==> config.mk <==
export PLATFORM = sky130hd
export DESIGN_NAME = warp_scheduler_flat
export DESIGN_NICKNAME = d
export VERILOG_FILES = /design/src/rtl/warp_scheduler_pkg.sv /design/src/rtl/warp_scheduler_if.sv /design/src/rtl/warp_scheduler_fifo.sv /design/src/rtl/warp_scheduler.sv /design/src/flat_wrapper.sv
export SDC_FILE = /design/constraint.sdc
export NUM_CORES = 1
export LEC_CHECK = 0
export ABC_AREA = 1
export BUFFER_PORTS_ARGS = -buffer_cell sky130_fd_sc_hd__buf_2
export CAP_MARGIN = 15
export CORE_MARGIN = 2
export CORE_UTILIZATION = 40
export CTS_BUF_LIST = sky130_fd_sc_hd__clkbuf_16
export DETAILED_ROUTE_END_ITERATION = 10
export PLACE_DENSITY = 0.55
export SYNTH_ARGS = -nofsm -noshare
export SYNTH_HDL_FRONTEND = slang
export SYNTH_SLANG_ARGS = --single-unit
export TNS_END_PERCENT = 50
==> constraint.sdc <==
create_clock -name clk -period 6.5 [get_ports clk]
set_input_delay 0 -clock clk [delete_from_list [all_inputs] [get_ports clk]]
set_output_delay 0 -clock clk [all_outputs]
set_load 0.02 [all_outputs]
==> src/rtl/warp_scheduler_pkg.sv <==
// Shared types and widths for the warp scheduler: launch descriptor, per-core
// scheduling state and the narrow warp-id width used for reporting/comparison.
package warp_scheduler_pkg;

    localparam int PC_W                = 32;
    localparam int KERNEL_ID_W         = 8;
    localparam int WARP_ID_W           = 4;
    localparam int NUM_CORES_DEFAULT   = 4;
    localparam int QUEUE_DEPTH_DEFAULT = 8;

    typedef struct packed {
        logic [PC_W-1:0]        start_pc;
        logic [KERNEL_ID_W-1:0] warp_id;
    } kernel_t;

    typedef enum logic [1:0] {
        CS_IDLE,
        CS_LAUNCH,
        CS_RUN,
        CS_DONE
    } core_sched_state_e;

    // Warp ids are only meaningful on the low WARP_ID_W bits once dispatched.
    function automatic logic [WARP_ID_W-1:0] shortWarpId(input kernel_t k);
        return k.warp_id[WARP_ID_W-1:0];
    endfunction

endpackage

==> src/rtl/warp_scheduler_if.sv <==
// Host-facing handshakes of the warp scheduler: kernel launch (valid/ready)
// and retired-warp reporting (valid/ready). The host is the master side.
interface warp_scheduler_if;
    import warp_scheduler_pkg::*;

    logic                 kernel_valid;
    kernel_t              kernel_in;
    logic                 kernel_ready;

    logic                 done_valid;
    logic [WARP_ID_W-1:0] done_warp_id;
    logic                 done_ready;

    modport master (
        output kernel_valid, kernel_in, done_ready,
        input  kernel_ready, done_valid, done_warp_id
    );

    modport slave (
        input  kernel_valid, kernel_in, done_ready,
        output kernel_ready, done_valid, done_warp_id
    );

endinterface

==> src/rtl/warp_scheduler_fifo.sv <==
// Synchronous FIFO of pending kernel descriptors. Head is read combinationally
// from the storage array; push is ignored when full, pop ignored when empty.
module kernel_fifo
    import warp_scheduler_pkg::*;
#(
    parameter int DEPTH = QUEUE_DEPTH_DEFAULT,
    localparam int PTR_W = $clog2(DEPTH),
    localparam int CNT_W = PTR_W + 1
) (
    input  logic             clk,
    input  logic             rst,
    input  logic             push_i,
    input  kernel_t          push_data_i,
    input  logic             pop_i,
    output kernel_t          head_o,
    output logic             full_o,
    output logic             empty_o,
    output logic [CNT_W-1:0] count_o
);

    kernel_t          mem_q [DEPTH];
    logic [PTR_W-1:0] wrPtr_q;
    logic [PTR_W-1:0] rdPtr_q;
    logic [CNT_W-1:0] count_q;
    logic [CNT_W-1:0] count_d;
    logic             pushFire;
    logic             popFire;

    assign full_o   = (count_q == CNT_W'(DEPTH));
    assign empty_o  = (count_q == '0);
    assign count_o  = count_q;
    assign head_o   = mem_q[rdPtr_q];
    assign pushFire = push_i && !full_o;
    assign popFire  = pop_i && !empty_o;

    // Occupancy next-state; a simultaneous push and pop leaves it unchanged.
    always_comb begin
        count_d = count_q;
        case ({pushFire, popFire})
            2'b10:   count_d = count_q + 1'b1;
            2'b01:   count_d = count_q - 1'b1;
            default: count_d = count_q;
        endcase
    end

    // Pointer and occupancy registers, cleared by reset.
    always_ff @(posedge clk) begin
        if (!rst) begin
            wrPtr_q <= '0;
            rdPtr_q <= '0;
            count_q <= '0;
        end else begin
            if (pushFire) wrPtr_q <= wrPtr_q + 1'b1;
            if (popFire)  rdPtr_q <= rdPtr_q + 1'b1;
            count_q <= count_d;
        end
    end

    // Storage array; contents are don't-care until written, so no reset.
    always_ff @(posedge clk) begin
        if (pushFire) mem_q[wrPtr_q] <= push_data_i;
    end

endmodule

==> src/rtl/warp_scheduler.sv <==
// Warp scheduler: queues kernel launch descriptors and dispatches one per cycle
// to the first idle core at or after a round-robin pointer. Each core runs a
// small IDLE/LAUNCH/RUN/DONE FSM; finished cores are reported lowest index first.
module warp_scheduler
    import warp_scheduler_pkg::*;
#(
    parameter int NUM_CORES   = NUM_CORES_DEFAULT,
    parameter int QUEUE_DEPTH = QUEUE_DEPTH_DEFAULT
) (
    input  logic                                clk,
    input  logic                                rst,
    warp_scheduler_if.slave                     host,
    output kernel_t [NUM_CORES-1:0]             core_kernel_out_o,
    output logic [NUM_CORES-1:0]                core_launch_o,
    input  logic [NUM_CORES-1:0]                core_finished_i,
    input  logic [NUM_CORES-1:0][WARP_ID_W-1:0] core_finished_id_i,
    output logic [NUM_CORES-1:0]                core_busy_o,
    output logic                                id_mismatch_err_o,
    output logic                                all_idle_o
);

    localparam int RR_W  = (NUM_CORES > 1) ? $clog2(NUM_CORES) : 1;
    localparam int CNT_W = $clog2(QUEUE_DEPTH) + 1;

    kernel_t                             fifoHead;
    logic                                fifoFull;
    logic                                fifoEmpty;
    logic [CNT_W-1:0]                    fifoCount;
    logic                                fifoPush;
    logic                                fifoPop;
    int                                  fifoCountNext;
    logic                                kernelReady_q;

    logic [RR_W-1:0]                     rrPtr_q;
    logic [NUM_CORES-1:0]                grantVec;
    logic [RR_W-1:0]                     grantIdx;
    logic                                grantValid;
    int                                  scanIdx;

    logic [NUM_CORES-1:0]                isIdle;
    logic [NUM_CORES-1:0]                isDone;
    logic [NUM_CORES-1:0]                mismatchVec;
    logic [NUM_CORES-1:0][WARP_ID_W-1:0] assignedId;

    logic                                reportValid;
    logic [RR_W-1:0]                     reportSel;
    logic [WARP_ID_W-1:0]                reportId;
    logic [NUM_CORES-1:0]                reportAck;

    logic                                idMismatch_q;

    assign fifoPush = host.kernel_valid && kernelReady_q && !fifoFull;
    assign fifoPop  = grantValid;

    kernel_fifo #(
        .DEPTH (QUEUE_DEPTH)
    ) u_fifo (
        .clk         (clk),
        .rst         (rst),
        .push_i      (fifoPush),
        .push_data_i (host.kernel_in),
        .pop_i       (fifoPop),
        .head_o      (fifoHead),
        .full_o      (fifoFull),
        .empty_o     (fifoEmpty),
        .count_o     (fifoCount)
    );

    // Predict the FIFO occupancy after this edge so kernel_ready can be a plain register.
    always_comb begin
        fifoCountNext = int'(fifoCount);
        if (fifoPush) fifoCountNext = fifoCountNext + 1;
        if (fifoPop)  fifoCountNext = fifoCountNext - 1;
    end

    // Registered ready: low in reset, otherwise high whenever the FIFO will not be full.
    always_ff @(posedge clk) begin
        if (!rst) begin
            kernelReady_q <= 1'b0;
        end else begin
            kernelReady_q <= (fifoCountNext != QUEUE_DEPTH);
        end
    end

    // Round-robin search for the first idle core at or after the pointer.
    always_comb begin
        grantVec   = '0;
        grantIdx   = '0;
        grantValid = 1'b0;
        scanIdx    = 0;
        for (int off = 0; off < NUM_CORES; off++) begin
            scanIdx = int'(rrPtr_q) + off;
            if (scanIdx >= NUM_CORES) scanIdx = scanIdx - NUM_CORES;
            if (!grantValid && !fifoEmpty && isIdle[scanIdx]) begin
                grantValid        = 1'b1;
                grantIdx          = RR_W'(scanIdx);
                grantVec[scanIdx] = 1'b1;
            end
        end
    end

    // Advance the pointer past the core just granted.
    always_ff @(posedge clk) begin
        if (!rst) begin
            rrPtr_q <= '0;
        end else if (grantValid) begin
            rrPtr_q <= (int'(grantIdx) == NUM_CORES - 1) ? '0 : grantIdx + 1'b1;
        end
    end

    // Fixed-priority report select: lowest-index DONE core wins.
    always_comb begin
        reportValid = 1'b0;
        reportSel   = '0;
        reportId    = '0;
        for (int i = 0; i < NUM_CORES; i++) begin
            if (!reportValid && isDone[i]) begin
                reportValid = 1'b1;
                reportSel   = RR_W'(i);
                reportId    = assignedId[i];
            end
        end
    end

    // The selected core retires only when the consumer takes the report.
    always_comb begin
        reportAck = '0;
        if (reportValid && host.done_ready) reportAck[reportSel] = 1'b1;
    end

    // Sticky id-mismatch flag, cleared only by reset.
    always_ff @(posedge clk) begin
        if (!rst) begin
            idMismatch_q <= 1'b0;
        end else if (|mismatchVec) begin
            idMismatch_q <= 1'b1;
        end
    end

    for (genvar g = 0; g < NUM_CORES; g++) begin : g_core
        core_sched_state_e state_q;
        core_sched_state_e state_d;
        kernel_t           kernel_q;
        logic              mismatch;

        // Per-core next state; finish is ignored during LAUNCH so a stale level cannot retire a new warp.
        always_comb begin
            state_d  = state_q;
            mismatch = 1'b0;
            case (state_q)
                CS_IDLE:   if (grantVec[g]) state_d = CS_LAUNCH;
                CS_LAUNCH: state_d = CS_RUN;
                CS_RUN: begin
                    if (core_finished_i[g]) begin
                        state_d  = CS_DONE;
                        mismatch = (core_finished_id_i[g] != shortWarpId(kernel_q));
                    end
                end
                CS_DONE:   if (reportAck[g]) state_d = CS_IDLE;
                default:   state_d = CS_IDLE;
            endcase
        end

        // Per-core state and descriptor registers; the descriptor loads from the FIFO head on grant.
        always_ff @(posedge clk) begin
            if (!rst) begin
                state_q  <= CS_IDLE;
                kernel_q <= '0;
            end else begin
                state_q <= state_d;
                if (grantVec[g]) kernel_q <= fifoHead;
            end
        end

        assign isIdle[g]            = (state_q == CS_IDLE);
        assign isDone[g]            = (state_q == CS_DONE);
        assign mismatchVec[g]       = mismatch;
        assign assignedId[g]        = shortWarpId(kernel_q);
        assign core_launch_o[g]     = (state_q == CS_LAUNCH);
        assign core_busy_o[g]       = (state_q != CS_IDLE);
        assign core_kernel_out_o[g] = kernel_q;
    end

    assign host.kernel_ready = kernelReady_q;
    assign host.done_valid   = reportValid;
    assign host.done_warp_id = reportId;
    assign id_mismatch_err_o = idMismatch_q;
    assign all_idle_o        = fifoEmpty && (&isIdle);

endmodule

==> src/flat_wrapper.sv <==
// flat-port wrapper written by rule: the top's interface ports become plain ports
module warp_scheduler_flat import warp_scheduler_pkg::*;
#(
    parameter int NUM_CORES   = NUM_CORES_DEFAULT,
    parameter int QUEUE_DEPTH = QUEUE_DEPTH_DEFAULT
)
  (clk, rst, core_kernel_out_o, core_launch_o, core_finished_i, core_finished_id_i, core_busy_o, id_mismatch_err_o, all_idle_o, host_kernel_valid, host_kernel_in, host_done_ready, host_kernel_ready, host_done_valid, host_done_warp_id);
  warp_scheduler_if host_i ();
  input  logic clk;
  input  logic rst;
  output kernel_t [NUM_CORES-1:0] core_kernel_out_o;
  output logic [NUM_CORES-1:0] core_launch_o;
  input  logic [NUM_CORES-1:0] core_finished_i;
  input  logic [NUM_CORES-1:0][WARP_ID_W-1:0] core_finished_id_i;
  output logic [NUM_CORES-1:0] core_busy_o;
  output logic id_mismatch_err_o;
  output logic all_idle_o;
  input wire logic [$bits(host_i.kernel_valid)-1:0] host_kernel_valid;
  input wire logic [$bits(host_i.kernel_in)-1:0] host_kernel_in;
  input wire logic [$bits(host_i.done_ready)-1:0] host_done_ready;
  output wire logic [$bits(host_i.kernel_ready)-1:0] host_kernel_ready;
  output wire logic [$bits(host_i.done_valid)-1:0] host_done_valid;
  output wire logic [$bits(host_i.done_warp_id)-1:0] host_done_warp_id;
  assign host_i.kernel_valid = host_kernel_valid;
  assign host_i.kernel_in = host_kernel_in;
  assign host_i.done_ready = host_done_ready;
  assign host_kernel_ready = host_i.kernel_ready;
  assign host_done_valid = host_i.done_valid;
  assign host_done_warp_id = host_i.done_warp_id;
  warp_scheduler #(.NUM_CORES(NUM_CORES), .QUEUE_DEPTH(QUEUE_DEPTH)) u_core (.clk(clk), .rst(rst), .host(host_i), .core_kernel_out_o(core_kernel_out_o), .core_launch_o(core_launch_o), .core_finished_i(core_finished_i), .core_finished_id_i(core_finished_id_i), .core_busy_o(core_busy_o), .id_mismatch_err_o(id_mismatch_err_o), .all_idle_o(all_idle_o));
endmodule
Word level (Yosys, flattened, before mapping)
Memories as Yosys holds them, arrays and structs flattened. A register that Yosys moved wholly into a read port is not among the register bits.
Cells that the tools add are included.
{ "totals": {"regBits": 182, "ram_bits": 320, "inputBits": 64, "out_inout_bits": 176, "memories": 1} }
{ "memory_table": {"columns": ["memory", "words", "word_bits", "read_ports", "rd_clocked_by_memory_dff", "wr", "line", "text"], "rows": [
  ["u_core.u_fifo.mem_q", 8, 40, 1, 1, 1, "warp_scheduler_fifo.sv:21", "kernel_t mem_q [DEPTH];"]
]} }
{ "classes": {"add_sub_neg": 14, "magnitude_cmp": 14, "eq_ne": 33, "mux": 82, "bitwise": 3, "n_reduce_logical": 45} }
{ "ops": {"columns": ["cell", "n"], "rows": [
  ["2-to-1 mux 32 bit", 6],
  [">= comparator 32 x 1 -> 1 bit, second input constant", 4],
  ["less-than comparator 32 x 4 -> 1 bit, second input constant", 4],
  [">= comparator 32 x 4 -> 1 bit, second input constant", 3],
  ["subtractor 32 x 4 -> 32 bit, second input constant", 3],
  ["2-to-1 mux 2 bit", 19],
  ["2-to-1 mux 4 bit", 9],
  ["2-to-1 mux 1 bit", 32],
  ["inequality test 32 x 5 -> 1 bit, second input constant", 1],
  ["one-hot mux 2 bit (4 select lines)", 4],
  ["subtractor 32 x 2 -> 32 bit, second input constant", 1],
  ["logical AND 1 bit", 21],
  ["== test 2 bit, second input constant", 9],
  ["inequality test 2 bit, second input constant", 8],
  ["inequality test 4 bit", 4],
  ["== test 2 x 1 -> 1 bit, second input constant", 6],
  ["OR 4 bit", 3],
  ["AND reduction 3 bit", 4],
  ["demux 1 bit (select 2 bit)", 5],
  ["nonzero test 2 bit", 5],
  ["binary-select mux 1 bit (select 2 bit)", 4],
  ["zero test 1 bit", 8],
  ["zero test 2 bit", 4],
  ["inequality test 2 x 1 -> 1 bit, second input constant", 4],
  ["17 further kinds", 20]
]} }

Logic depth before layout (Yosys ltp)
{ "depth": {"ltp_word": 22, "depth_mapped": 19} }

Cells and area by module
From an unflattened synthesis, not the netlist that was laid out.
{ "hier_totals": {"cells_unflattened": 1976, "hier_area_um2": 20886.3} }
{ "modules_own_cells": {"columns": ["module", "n_inst", "cells_each", "area_per_inst_um2"], "rows": [
  ["kernel_fifo", 1, 995, 13394.1],
  ["warp_scheduler", 1, 981, 7492.2]
]} }

Worst setup path after synthesis
Ideal clock, no wire load.
{ "synth_timing": {"path_kind": "register -> register", "startpoint": "register u_core.u_fifo.count_q[0] (netlist: u_core.u_fifo.count_o[0])", "endpoint": "memory u_core.u_fifo.mem_q[0][0] (netlist bit) (enable)", "setup_time_ps": 437, "arrival_ps": 2924, "required_ps": 6063, "slack_ps": 3138, "stages_incl_launch_ff": 8, "n_path_buf": 0, "synth_period_minus_slack_ps": 3362, "cell_sequence": "dfxtp_1 inv_1 ha_1 nand3_1 nand2_1 inv_1 nand2_1 nor2_1"} }
{ "synth_between": {"elab_chain_cells": 6} }
{ "synth_rtl": {"columns": ["element", "line", "text"], "rows": [
  ["from (decl)", "warp_scheduler_fifo.sv:24", "logic [CNT_W-1:0] count_q;"],
  ["from (signal assigned)", "warp_scheduler_fifo.sv:55", "count_q <= count_d;"],
  ["== test 4 bit (*)", "warp_scheduler_fifo.sv:29", "assign full_o = (count_q == CNT_W'(DEPTH));"],
  ["zero test 1 bit (*)", "warp_scheduler_fifo.sv:33, warp_scheduler.sv:52", null],
  ["logical AND 1 bit", "warp_scheduler.sv:52", "assign fifoPush = host.kernel_valid && kernelReady_q && !fifoFull;"],
  ["logical AND 1 bit (*)", "warp_scheduler_fifo.sv:33", "assign pushFire = push_i && !full_o;"],
  ["2-to-1 mux 1 bit (*)", "warp_scheduler_fifo.sv:61", "if (pushFire) mem_q[wrPtr_q] <= push_data_i;"],
  ["2-to-1 mux 1 bit (implied by the code) (*)", "warp_scheduler_fifo.sv:61", null],
  ["to (decl)", "warp_scheduler_fifo.sv:21", null]
]} }
Mark *: on every way between the ends. The rest lies on a longest branch, timed or not.

Final worst setup path
{ "layout_timing": {"startpoint": "register u_core.rrPtr_q[1]", "endpoint": "register u_core.u_fifo.count_q[3] (netlist: u_core.u_fifo.count_o[3])"} }
{ "layout_between": {"elab_chain_cells": 22, "word_cells_on_any_way": 46, "cone_classes": "add/sub: 7; order compare: 4; eq/ne: 2; mux: 21; reduce/logical: 12"} }
{ "layout_rtl": {"columns": ["element", "line", "text"], "rows": [
  ["from (decl)", "warp_scheduler.sv:34", "logic [RR_W-1:0] rrPtr_q;"],
  ["from (signal assigned)", "warp_scheduler.sv:107", "rrPtr_q <= (int'(grantIdx) == NUM_CORES - 1) ? '0 : grantIdx + 1'b1;"],
  ["parallel branches: the longest is 18 deep, another holds subtractor 32 x 4 -> 32 bit", null, null],
  ["2-to-1 mux 1 bit (*)", "warp_scheduler.sv:94", "if (!grantValid && !fifoEmpty && isIdle[scanIdx]) begin"],
  ["logical AND 1 bit (*)", "warp_scheduler_fifo.sv:34", "assign popFire = pop_i && !empty_o;"],
  ["named net u_core.u_fifo.popFire", "warp_scheduler_fifo.sv:27", "logic popFire;"],
  ["== test 2 x 1 -> 1 bit / == test 2 bit (equally long branches)", "warp_scheduler_fifo.sv:39", "case ({pushFire, popFire})"],
  ["one-hot mux 4 bit (2 select lines) / nonzero test 2 bit (equally long branches)", null, null]
]} }
Mark *: on every way through the listed nets, which the timed path passes. The select of a mux whose other input is x is not followed.
A chain may end at the register's enable or synchronous reset.

==> impl_metrics.json <==
{
  "outcome": "completed",
  "finalSetupViolations": 0,
  "power.leakage_nw": 9.57,
  "grt_pass1_vias": 14500,
  "die_w_um": 229,
  "critPathLaunchType": "flop",
  "multi_input_area_um2": 6220,
  "drive_above_1_share_pct": 17.3,
  "rsz0062_at_grt": "false",
  "synthArstFlopShare_pct": 0,
  "fmax_ghz": 0.311,
  "finClkSkew_ps": 26.7,
  "vias": 15000,
  "clkPwrFrac_pct": 24.5,
  "nets": 2275,
  "hold_violations": 0,
  "ioPinCount": 240,
  "clock_sinks": 505,
  "syn_inst": 1923,
  "postCtsSetupRepairBufs": 0,
  "fin_ws_ps": 3280,
  "period_share_pct": 49.5,
  "slew_violations": 0,
  "num_rows": 82,
  "synth_top_area_share_pct": 47.3,
  "post-route-drc-count": 0,
  "cts_hold_buf": 48,
  "antenna_found_initial": 5,
  "coreArea_um2": 50200,
  "switchingPower_mw": 5.12,
  "power_frac_comb_pct": 40.1,
  "wl_per_cell_um": 19.7,
  "routabilityCongestion": 0.899,
  "numCtsBuffers": 53,
  "grt_pass1_wl_mm": 86.5,
  "synth_fp_nets": 2024,
  "ys_seq_elements": 505,
  "cts-root-buf": "clkbuf_16",
  "seqCellArea_um2": 13300,
  "relSlewSlack_pct": 19.7,
  "finalInstanceArea_um2": 24200,
  "synth.avg_cell_area_um2": 10.6,
  "cp-end-kind": "flop",
  "dp_hpwl_mm": 34.9,
  "vdd_drop_max_mv": 0.219,
  "die_area_um2": 52700,
  "ys_warn_count": 0,
  "start_util_pct": 40.5,
  "drt_iter0_drc": 1307,
  "worst_slew_pin_slew_ps": 1200,
  "clk_pin_slew_ps": 60,
  "port_buffers": 239,
  "cts_max_level": 2,
  "dpl_cell_area_um2": 22000,
  "clock_latency_ps": 610,
  "routed_via_density": 5.20,
  "cp.required_ps": 6980,
  "worstSetupPathType": "flop to flop",
  "netlist_area_um2": 20300,
  "p_int_mw": 6.99,
  "area_growth_pct": 18.8,
  "synth_top_area_cell": "edfxtp_1",
  "routed_wl_mm": 56.9,
  "crit_arrival_ps": 3700,
  "fillerInstances": 4655,
  "grt.overflow.total": 0,
  "tritoncts": "done",
  "ys_seq_area_share_pct": 65.5,
  "detail-route-antenna-nets": 0,
  "grt_max_degree": 113,
  "period_minus_slack_ps": 3220,
  "powerDensity_nw_per_um2": 502,
  "dp_cells": 2743,
  "power.share.switching_pct": 42.3,
  "drt_first_pass_iters": 5,
  "track_usage_pct": 21.2,
  "cts_resized": 0,
  "min_path_type": "input pin to flop",
  "cp_max_fo": 10,
  "fin_setup_tns_ps": 0,
  "synthTopCellsByArea": "edfxtp_1, dfxtp_1, nor2_1",
  "cts_max_path_buffers": 3,
  "die_h_um": 229,
  "dp_slack_ps": 3300,
  "final_util_pct": 48.1,
  "synth-main-ff-cell": "edfxtp_1",
  "final_cells": 2890,
  "seq_power_share_pct": 35.5,
  "ys_types": 42,
  "drv_cap": 0,
  "synth_edf_count": 320
}
-- power groups by stage --
| stage | Clock (mW) | Combinational, mW | Sequential [mW] |
|---|---|---|---|
| after floorplan | 0 | 2.97 | 4.77 |
| after global placement | 0 | 4.78 | 4.34 |
| after detailed placement | 0 | 4.83 | 4.35 |
| after CTS | 3.03 | 4.88 | 4.29 |
| after global routing | 3.16 | 5.36 | 4.35 |
| final | 2.96 | 4.86 | 4.30 |
-- cell usage in the layout, fill, tap and decap left out, drive strengths merged, types with 3 or more instances in the layout --
cell type	netlist	routed
a21oi	116	116
a22oi	3	3
buf	35	256
bufinv	0	5
clkbuf	73	54
clkinv	1	23
dfxtp	185	185
dlygate4sd3	0	48
edfxtp	320	320
ha	37	37
inv	68	82
nand2	298	298
nand3	31	31
nand3b	6	6
nand4	20	20
nor2	334	334
o21ai	283	283
o22ai	80	80
xnor2	17	17
xor2	5	5
-- per-layer routing --
layer  track usage, %  vias up  part of all wire [%]
li1                 -     7192                     -
met1             30.6     7339                    47
met2             32.9      426                    45
met3             3.44       79                   5.6
met4             6.13        6                   2.1
met5                0        -                 0.058
-- kinds of logic after synthesis --
logic type                 after synthesis  share of synthesized area (%)
and+or+nand+nor                        693                           14.4
buffers and inverters                  177                           4.23
AOI/OAI and AO/OA                      488                           12.7
DFF                                    505                           65.5
adders and majority gates               37                           2.28
muxes                                    1                         0.0492
xor gates and xnor gates                22                          0.948
-- flip-flops by register name, indices dropped and copies added (netlist names), named ones only --
register	cells
u_core.u_fifo.count_o	4
u_core.u_fifo.wrPtr_q	3
u_core.g_core.state_q	8
u_core.id_mismatch_err_o	1
u_core.rrPtr_q	1
u_core.u_fifo.rdPtr_q	3
u_core.core_kernel_out_o	160
u_core.host.kernel_ready	1
u_core.u_fifo.mem_q	320
-- through the flow --
| step | power (mW) | hold slack [ps] |
|---|---|---|
| 2_1_floorplan | 7.74 | 98.9 |
| 4_1_cts | 12.2 | 17.5 |
| 6_report | 12.1 | 40.2 |
| 3_3_place_gp | 9.13 | 274 |
| 3_5_place_dp | 9.18 | 275 |
| 5_1_grt | 12.9 | 84.2 |
-- critical path: stages (launching register included) --
cell and delay [ps]:
dfxtp_1 520, inv_1 220, ha_1 360, inv_1 100, nand3_4 130, nand2_2 110
nand4_4 150, inv_1 80, nor2_2 160, nand2_2 160, ha_1 290, xor2_1 180
a31oi_1 230, nor2_1 60, nor2_1 90, nand2_1 70, o21ai_0 140, a21oi_1 50
-- area by class of cell --
type | instances | share of cell area [%]
sequential | 505 | 55.1
multi-input combinational | 1241 | 25.8
timing repair buffer | 304 | 7.48
clock buffer | 54 | 5.59
tap | 672 | 3.48
clock inverter | 43 | 1.41
inverter | 69 | 1.12
antenna | 2 | 0.0207
-- synth_stat cells, types with 3 or more instances --
cell type / n
edfxtp_1: 320
a22oi_1: 3
xor2_1: 5
nand3_1: 26
a21oi_2: 3
nand3_2: 4
clkbuf_1: 73
nor2_1: 328
buf_6: 22
ha_1: 37
o21ai_0: 194
a21oi_1: 113
o21ai_1: 89
dfxtp_1: 185
nand2_2: 5
inv_2: 5
buf_2: 11
inv_4: 4
xnor2_1: 17
nor2_2: 3
nand4_1: 18
nand2_4: 7
inv_1: 59
nand2_1: 284
o22ai_1: 80
nand3b_1: 6
-- worst paths after layout --
| path | startpoint | to | slack, ps | cells after the start |
|---|---|---|---|---|
| max | u_core.rrPtr_q[1]$_SDFFE_PN0N_ | u_core.u_fifo.count_o[3]$_SDFFE_PN0P_ | 3280 | 17 |
| max reg2reg | u_core.rrPtr_q[1]$_SDFFE_PN0N_ | u_core.u_fifo.count_o[3]$_SDFFE_PN0P_ | 3280 | 17 |
| min reg2reg | u_core.core_kernel_out_o[142]$_SDFFE_PN0P_ | u_core.core_kernel_out_o[142]$_SDFFE_PN0P_ | 460 | 2 |
| min | host_kernel_valid | u_core.u_fifo.wrPtr_q[1]$_SDFFE_PN0P_ | 40 | 5 |
Power figures use the tool's default switching activity.
